===== src/rtl/serial_word_receiver_pkg.sv =====
// Shared types for the serial word receiver: FSM state encodings, shift-register
// operations and the default data width.
package serial_word_receiver_pkg;

   localparam int DEFAULT_WIDTH = 4;

   typedef enum logic [1:0] {
      IDLE  = 2'b00,
      DATA  = 2'b01,
      STOP  = 2'b10,
      BREAK = 2'b11
   } state_e;

   typedef enum logic [1:0] {
      SH_HOLD  = 2'b00,
      SH_CLEAR = 2'b01,
      SH_LEFT  = 2'b10,
      SH_RIGHT = 2'b11
   } shift_op_e;

endpackage


===== src/rtl/deser_shift_reg.sv =====
// WIDTH-wide deserialising shift register: clear, hold, shift-left-in or shift-right-in.
// Single-cycle update; no flow control, the owning FSM selects the operation.
module deser_shift_reg
   import serial_word_receiver_pkg::*;
#(
   parameter int WIDTH = DEFAULT_WIDTH
) (
   input  logic             clk,
   input  logic             rst,
   input  shift_op_e        op_i,
   input  logic             bit_i,
   output logic [WIDTH-1:0] shreg_o
);

   logic [WIDTH-1:0] shreg_q, shreg_d;

   always_comb begin
      shreg_d = shreg_q;
      case (op_i)
         SH_CLEAR: shreg_d = '0;
         SH_LEFT:  shreg_d = {shreg_q[WIDTH-2:0], bit_i};
         SH_RIGHT: shreg_d = {bit_i, shreg_q[WIDTH-1:1]};
         default:  shreg_d = shreg_q;
      endcase
   end

   always_ff @(posedge clk) begin
      if (rst) shreg_q <= '0;
      else     shreg_q <= shreg_d;
   end

   assign shreg_o = shreg_q;

endmodule


===== src/rtl/serial_word_receiver.sv =====
// Receives start/WIDTH data/stop frames strobed by bit_en into a one-deep output register.
// data_valid is registered off the stop-bit edge; an unacked word is overwritten with an overrun pulse.
module serial_word_receiver
   import serial_word_receiver_pkg::*;
#(
   parameter int WIDTH = DEFAULT_WIDTH
) (
   input  logic             clk,
   input  logic             rst,
   input  logic             ser_in,
   input  logic             bit_en,
   input  logic             lsb_first,
   input  logic             data_ack,
   output logic [WIDTH-1:0] data_out,
   output logic             data_valid,
   output logic             frame_err,
   output logic             overrun,
   output logic             busy
);

   localparam int CW = $clog2(WIDTH);
   localparam logic [CW-1:0] LAST_BIT = CW'(WIDTH - 1);

   state_e           state_q, state_d;
   logic [CW-1:0]    cnt_q, cnt_d;
   logic             lsb_q, lsb_d;
   logic [WIDTH-1:0] data_out_q, data_out_d;
   logic             data_valid_q, data_valid_d;
   logic             frame_err_q, frame_err_d;
   logic             overrun_q, overrun_d;
   shift_op_e        sh_op;
   logic [WIDTH-1:0] shreg;
   logic             load;

   deser_shift_reg #(.WIDTH(WIDTH)) u_shreg (
      .clk     (clk),
      .rst     (rst),
      .op_i    (sh_op),
      .bit_i   (ser_in),
      .shreg_o (shreg)
   );

   always_comb begin
      state_d     = state_q;
      cnt_d       = cnt_q;
      lsb_d       = lsb_q;
      sh_op       = SH_HOLD;
      load        = 1'b0;
      frame_err_d = 1'b0;
      case (state_q)
         IDLE: begin
            if (bit_en && !ser_in) begin
               state_d = DATA;
               cnt_d   = '0;
               lsb_d   = lsb_first;
               sh_op   = SH_CLEAR;
            end
         end
         DATA: begin
            if (bit_en) begin
               sh_op = lsb_q ? SH_RIGHT : SH_LEFT;
               cnt_d = cnt_q + CW'(1);
               if (cnt_q == LAST_BIT) begin
                  state_d = STOP;
                  cnt_d   = '0;
               end
            end
         end
         STOP: begin
            if (bit_en) begin
               if (ser_in) begin
                  load    = 1'b1;
                  state_d = IDLE;
               end else begin
                  frame_err_d = 1'b1;
                  state_d     = BREAK;
               end
            end
         end
         BREAK: begin
            // Only a high line releases a break; a low line here is never a start bit.
            if (bit_en && ser_in) state_d = IDLE;
         end
         default: state_d = IDLE;
      endcase

      data_out_d   = load ? shreg : data_out_q;
      data_valid_d = load ? 1'b1 : (data_valid_q && !data_ack);
      overrun_d    = load && data_valid_q && !data_ack;
   end

   always_ff @(posedge clk) begin
      if (rst) begin
         state_q      <= IDLE;
         cnt_q        <= '0;
         lsb_q        <= 1'b0;
         data_out_q   <= '0;
         data_valid_q <= 1'b0;
         frame_err_q  <= 1'b0;
         overrun_q    <= 1'b0;
      end else begin
         state_q      <= state_d;
         cnt_q        <= cnt_d;
         lsb_q        <= lsb_d;
         data_out_q   <= data_out_d;
         data_valid_q <= data_valid_d;
         frame_err_q  <= frame_err_d;
         overrun_q    <= overrun_d;
      end
   end

   assign data_out   = data_out_q;
   assign data_valid = data_valid_q;
   assign frame_err  = frame_err_q;
   assign overrun    = overrun_q;
   assign busy       = (state_q != IDLE);

endmodule

===== config.mk =====
export PLATFORM = sky130hd
export DESIGN_NAME = serial_word_receiver
export DESIGN_NICKNAME = d
export VERILOG_FILES = /design/src/rtl/serial_word_receiver_pkg.sv /design/src/rtl/deser_shift_reg.sv /design/src/rtl/serial_word_receiver.sv
export SDC_FILE = /design/constraint.sdc
export NUM_CORES = 1
export LEC_CHECK = 0
export ABC_AREA = 1
export ABC_CLOCK_PERIOD_IN_PS = 1750
export BUFFER_PORTS_ARGS = -buffer_cell sky130_fd_sc_hd__buf_2
export CORE_MARGIN = 4
export CORE_UTILIZATION = 52
export DETAILED_ROUTE_END_ITERATION = 12
export HOLD_SLACK_MARGIN = 0.03
export PLACE_DENSITY = 0.75
export SLEW_MARGIN = 20
export SYNTH_ARGS = -nofsm -noshare
export SYNTH_HDL_FRONTEND = slang
export SYNTH_HIERARCHICAL = 1
export SYNTH_SLANG_ARGS = --single-unit

===== constraint.sdc =====
create_clock -name clk -period 1.75 [get_ports clk]
set_input_delay 0.35 -clock clk [delete_from_list [all_inputs] [get_ports clk]]
set_output_delay 0.35 -clock clk [all_outputs]
set_load 0.05 [all_outputs]

# Word level (Yosys, flattened, before mapping)
# Index checks and enable logic that the tools add are counted.
# totals
output_inout_bits	8
ff_bits	16
romBits	0
n_memories	0
mem_bits_rw	0
word_cells	59
latchBits	0
inputBits	6
# classes
n_addsub	1
bitwise_logic	2
n_mux	21
n_shift	0
div	0
order_cmp	0
n_reduce_logical	15
eq_ne	12
n_mul	0
# ops
operator	count
$mux 2	10
$pmux 4 s3	1
$eq 2x2->1 const B	5
$ne 2x2->1 const B	5
$pmux 2 s2	2
$pmux 2 s4	1
$mux 1	7
$logic_and 1x1->1	5
$reduce_and 5->1	1
$eq 2x1->1 const B	2
$reduce_bool 2->1	2
$reduce_and 3->1	1
$reduce_bool 3->1	1
$reduce_or 3->1	1
$add 2x1->2 const B	1
$logic_not 1->1	2
$logic_not 2->1	1
$not 1->1	2
$reduce_and 2->1	1

# Depth between registers and ports, before layout
# depth
word_depth	6
depth_mapped	11
depth_no_buf	10

# Modules after synthesis
# The synthesis kept the hierarchy.
# modules_own_cells
module	instances	seq_area_each_um2	cells_per_inst	area_each_um2
serial_word_receiver	1	240.2	75	564.3
deser_shift_reg	1	80.1	32	225.2

# Worst setup path after synthesis
# Ideal clock, no wire load.
# synth_path
path_type	flip-flop to flip-flop
start	reg state_q[0]
end	reg u_shreg.shreg_q[0], in the netlist u_shreg/shreg_o[0]
arrival_ps	1613
period_less_slack_ps	1722
path_buffers	1
stages_incl_launch_ff	12
required_ps	1641
setup_ps	109
path_slack_ps	28
path_cell_list	dfxtp_1 > buf_6 > inv_2 > nand2_2 > nor2_2 > nor2_1 > nor2_1 > inv_2 > nand3_1 > nand3_1 > nand2_1 > inv_1
# synth_between
elab_chain_len	4
word_cells_on_any_way	8
cone_classes	4 x eq/ne; 2 x mux; 2 x reduce/logical
# synth_lines
item	line_no	rtl
start: declaration	serial_word_receiver.sv:24	state_e state_q, state_d;
start signal: assignment	serial_word_receiver.sv:102	state_q <= state_d;
$eq 2x1->1 or $logic_not 2->1 (tied branches)	serial_word_receiver.sv:50	case (state_q)
$pmux 2 s2 (*)	serial_word_receiver.sv:50	
named net sh_op[0]	serial_word_receiver.sv:31	shift_op_e sh_op;
$eq 2x2->1 or $eq 2x1->1 (tied branches)	deser_shift_reg.sv:19	case (op_i)
$pmux 4 s3 or $reduce_bool 3->1 (tied branches)	-	
end signal: assignment	deser_shift_reg.sv:29	else shreg_q <= shreg_d;
end: declaration	deser_shift_reg.sv:15	logic [WIDTH-1:0] shreg_q, shreg_d;
# The timed path passes the listed nets; every way through them passes the cells marked *.
# A chain may end at the register's enable or synchronous reset.

# Worst setup path after layout
# layout_path
start	reg state_q[0]
end	out busy
# layout_between
elab_chain_len	1
# layout_lines
item	line_no	rtl
$reduce_bool 2->1	serial_word_receiver.sv:116	assign busy = (state_q != IDLE);
end: declaration	serial_word_receiver.sv:18	output logic busy
# Every way passes these cells.

==> key figures <==
Status
  • Result of the run: completed

Floorplanning
  • Die Span X: 46.97 µm
  • Number of ports placed on the die boundary: 14
  • Initial Util: 57.78%
  • Core box area: 1366 µm²
  • Die outline area: 2206 µm²
  • DIE HEIGHT: 46.97 µm
  • Placement Rows: 13

Timing
  • Upper clock frequency limit: 635.1 MHz
  • Worst setup skew after layout: 0.004520 ns
  • Sum Neg Setup Slack: 0 ns
  • Worst-Margin Slew: 0.3025 ns
  • Slew margin rel.: 79.81%
  • Setup slack after layout: 0.1754 ns
  • Fin crit share: 89.98%
  • Final period demand of the worst path: 1.575 ns
  • RSZ-0062 raised after global routing: no
  • Final-report setup violation count: 0
  • Final hold violation count: 0
  • Max Slew Vio Count: 0

Clock network
  • Clock tree from TritonCTS: built
  • Clock network latency to the later pin of the worst-skew pair: 0.28 ns
  • Number of CTS-inserted buffers: 3
  • Number of clock sinks: 16
  • Post-cts gate resize count: 0
  • Number of levels the H-tree was split into: 1
  • Register clock-pin slew on the reported worst setup and hold paths: 0.09 ns
  • CTS Root Buffer Type: sky130_fd_sc_hd__clkbuf_4
  • Total setup buffers inserted after CTS: 0
  • Clock Path Buffers: 2
  • Hold_buf cts: 0

Placed design
  • Pre-CTS worst setup slack: 0.1677 ns
  • Detailed placement HPWL: 1.149 mm
  • GP Congestion: 0.8154
  • Number of port buffers: 13

Setup path
  • Setup slack of the worst register-to-register path: 0.27 ns
  • CP startpoint kind: register
  • Kind of critical path: reg2out
  • Worst path slowest cell: sky130_fd_sc_hd__dfxtp_1
  • Req. time, crit path: 1.40 ns
  • Crit path cell chain: inv_2, nand2_2, buf_2
  • Critical path's largest stage delay: 0.51 ns
  • Max FO, Critical Path: 8
  • Arrival time worst endpoint: 1.22 ns
  • Critical Path End Type: output pin

Pwr
  • Pleak: 0.4726 nW
  • IR Drop Worst-Case VDD: 0.0009763 V
  • Power per standard cell area: 1253 nW/µm²
  • Final Power: 0.001135 W

Logic synthesis
  • Post-Synthesis Cell Area: 789.5 µm²
  • Post-Synthesis Cells: 107
  • Portion of the post-synthesis area used by sequential elements: 40.57%
  • Post-synth cell types: 22
  • Average cell area after synthesis: 7.379 µm²
  • Net count of the mapped netlist: 114
  • Number of storage elements in the synthesis netlist: 16
  • Synth warnings: 6

Routing
  • Detailed Routing Iterations Pass 1: 4
  • Number of nets with antenna violations after routing: 0
  • Via count of the routed design: 721
  • Wire length after detailed routing: 1.502 mm
  • Iter 0 DRT Violations: 24
  • Number of remaining DRC errors: 0
  • Vias per Instance: 5.187
  • Per-cell routed wire length: 10.81 µm

GRT
  • Via count of the first global-routing pass: 597
  • Wire length of the first global-routing pass: 2.477 mm
  • Number of antenna violations at the first check in global routing: 0
  • Global-route congestion overflow total: 0
  • Pin count of the biggest net entering global routing: 11
  • GR Util All Layers: 16.34%

Layout
  • End-of-flow core utilization: 66.30%
  • Nets: 132
  • P&R area growth vs syn: 14.74%
  • Number of antenna repair diodes: 0
  • Layout cells sized above 1: 28.23%

Hold path
  • Worst min path class: in2reg

Job
  • Reported max-cap violation count: 0
## cell families (layout without fill, tap and decap cells)
family	count (synthesis)	in the layout	share of synthesized area (%)
AO/OA/AOI/OAI	13	13	9.033
adder cells (fa/ha/maj)	1	1	1.585
AND/OR/NAND/NOR	60	60	37.56
buffers and inverters	17	34	11.25
flip-flops	16	16	40.57
## path summary, 6_finish.rpt
| path | from | endpoint | cells after the start |
|---|---|---|---|
| worst min register to register | cnt_q[1] | cnt_q[1] | 2 |
| worst min-delay path | rst | cnt_q[1] | 2 |
| worst max-delay path | state_q[0] | busy | 3 |
| worst max register to register | state_q[0] | u_shreg/shreg_o[1] | 11 |
## Yosys cell counts (all sizes together)
cell	count	area [µm²]
nand4	2	18.77
nor2	23	116.4
nor3	1	5.000
a21oi	3	15.01
nand2	19	76.32
buf	2	18.77
ha	1	12.51
inv	14	52.55
dfxtp	16	320.3
o21ai	9	48.80
o31ai	1	7.510
nand3	13	65.06
nand3b	2	15.01
bufinv	1	17.52
## placed cells by master, fill, tap and decap left out
master	instances
sky130_fd_sc_hd__nand2_1	17
sky130_fd_sc_hd__nor2_1	17
sky130_fd_sc_hd__dfxtp_1	16
sky130_fd_sc_hd__nand3_1	13
sky130_fd_sc_hd__buf_2	13
sky130_fd_sc_hd__inv_1	9
sky130_fd_sc_hd__o21ai_0	6
sky130_fd_sc_hd__inv_2	5
sky130_fd_sc_hd__nor2_2	3
sky130_fd_sc_hd__nor2_4	3
sky130_fd_sc_hd__a21oi_1	3
sky130_fd_sc_hd__clkbuf_4	3
sky130_fd_sc_hd__nand2_2	2
sky130_fd_sc_hd__nand3b_1	2
sky130_fd_sc_hd__o21ai_1	2
sky130_fd_sc_hd__buf_4	2
sky130_fd_sc_hd__nor3_1	1
sky130_fd_sc_hd__nand4_2	1
sky130_fd_sc_hd__nand4_1	1
sky130_fd_sc_hd__o31ai_1	1
sky130_fd_sc_hd__o21ai_2	1
sky130_fd_sc_hd__ha_1	1
sky130_fd_sc_hd__clkbuf_8	1
sky130_fd_sc_hd__bufinv_8	1
## layout make-up
type / count / area, µm²
Sequential cell: 16 / 320.3
Inverter: 15 / 70.07
Multi-Input combinational cell: 74 / 380.4
Timing Repair Buffer: 15 / 80.08
Fill cell: 133 / 460.4
Tap cell: 15 / 18.77
Clock buffer: 4 / 36.28
## worst max-delay path: cells and delay by family, from the launching register on
kind | cells | cell delay [ns]
buffers and inverters | 2 | 0.33
DFF | 1 | 0.51
and+or+nand+nor | 1 | 0.10
## metrics by stage
step,std cells,hold WS [ns],area [µm²]
final,139,0.3207,905.9
after global routing,139,0.3122,905.9
after CTS,139,0.3115,905.9
after detailed placement,135,0.4612,869.6
after global placement,135,0.4561,869.6
after floorplan,107,0.4191,789.5
## flip-flops by register name, summed over array words and instances, names as in the netlist
| name | flops |
|---|---|
| data_out | 4 |
| u_shreg/shreg_o | 4 |
| cnt_q | 2 |
| state_q | 2 |
| data_valid | 1 |
| frame_err | 1 |
| lsb_q | 1 |
| overrun | 1 |
## report_power, final
group / switching, W / internal (W) / total, W / leakage, nW
Clock: 0.000113 / 0.000127 / 0.000240 / 0.0210
Combinational: 0.000314 / 0.000135 / 0.000449 / 0.322
Sequential: 0.0000417 / 0.000405 / 0.000446 / 0.130
Total: 0.000469 / 0.000666 / 0.00114 / 0.473
## layer usage
metal / GRT usage [%] / vias up / part of all wire, %
li1: - / 380 / -
met1: 20.97 / 321 / 49
met2: 24.12 / 18 / 44
met3: 4.598 / 2 / 5.7
met4: 9.945 / 0 / 0.80
met5: 0 / - / 0
No activity file was read; power rests on OpenSTA's default activity.
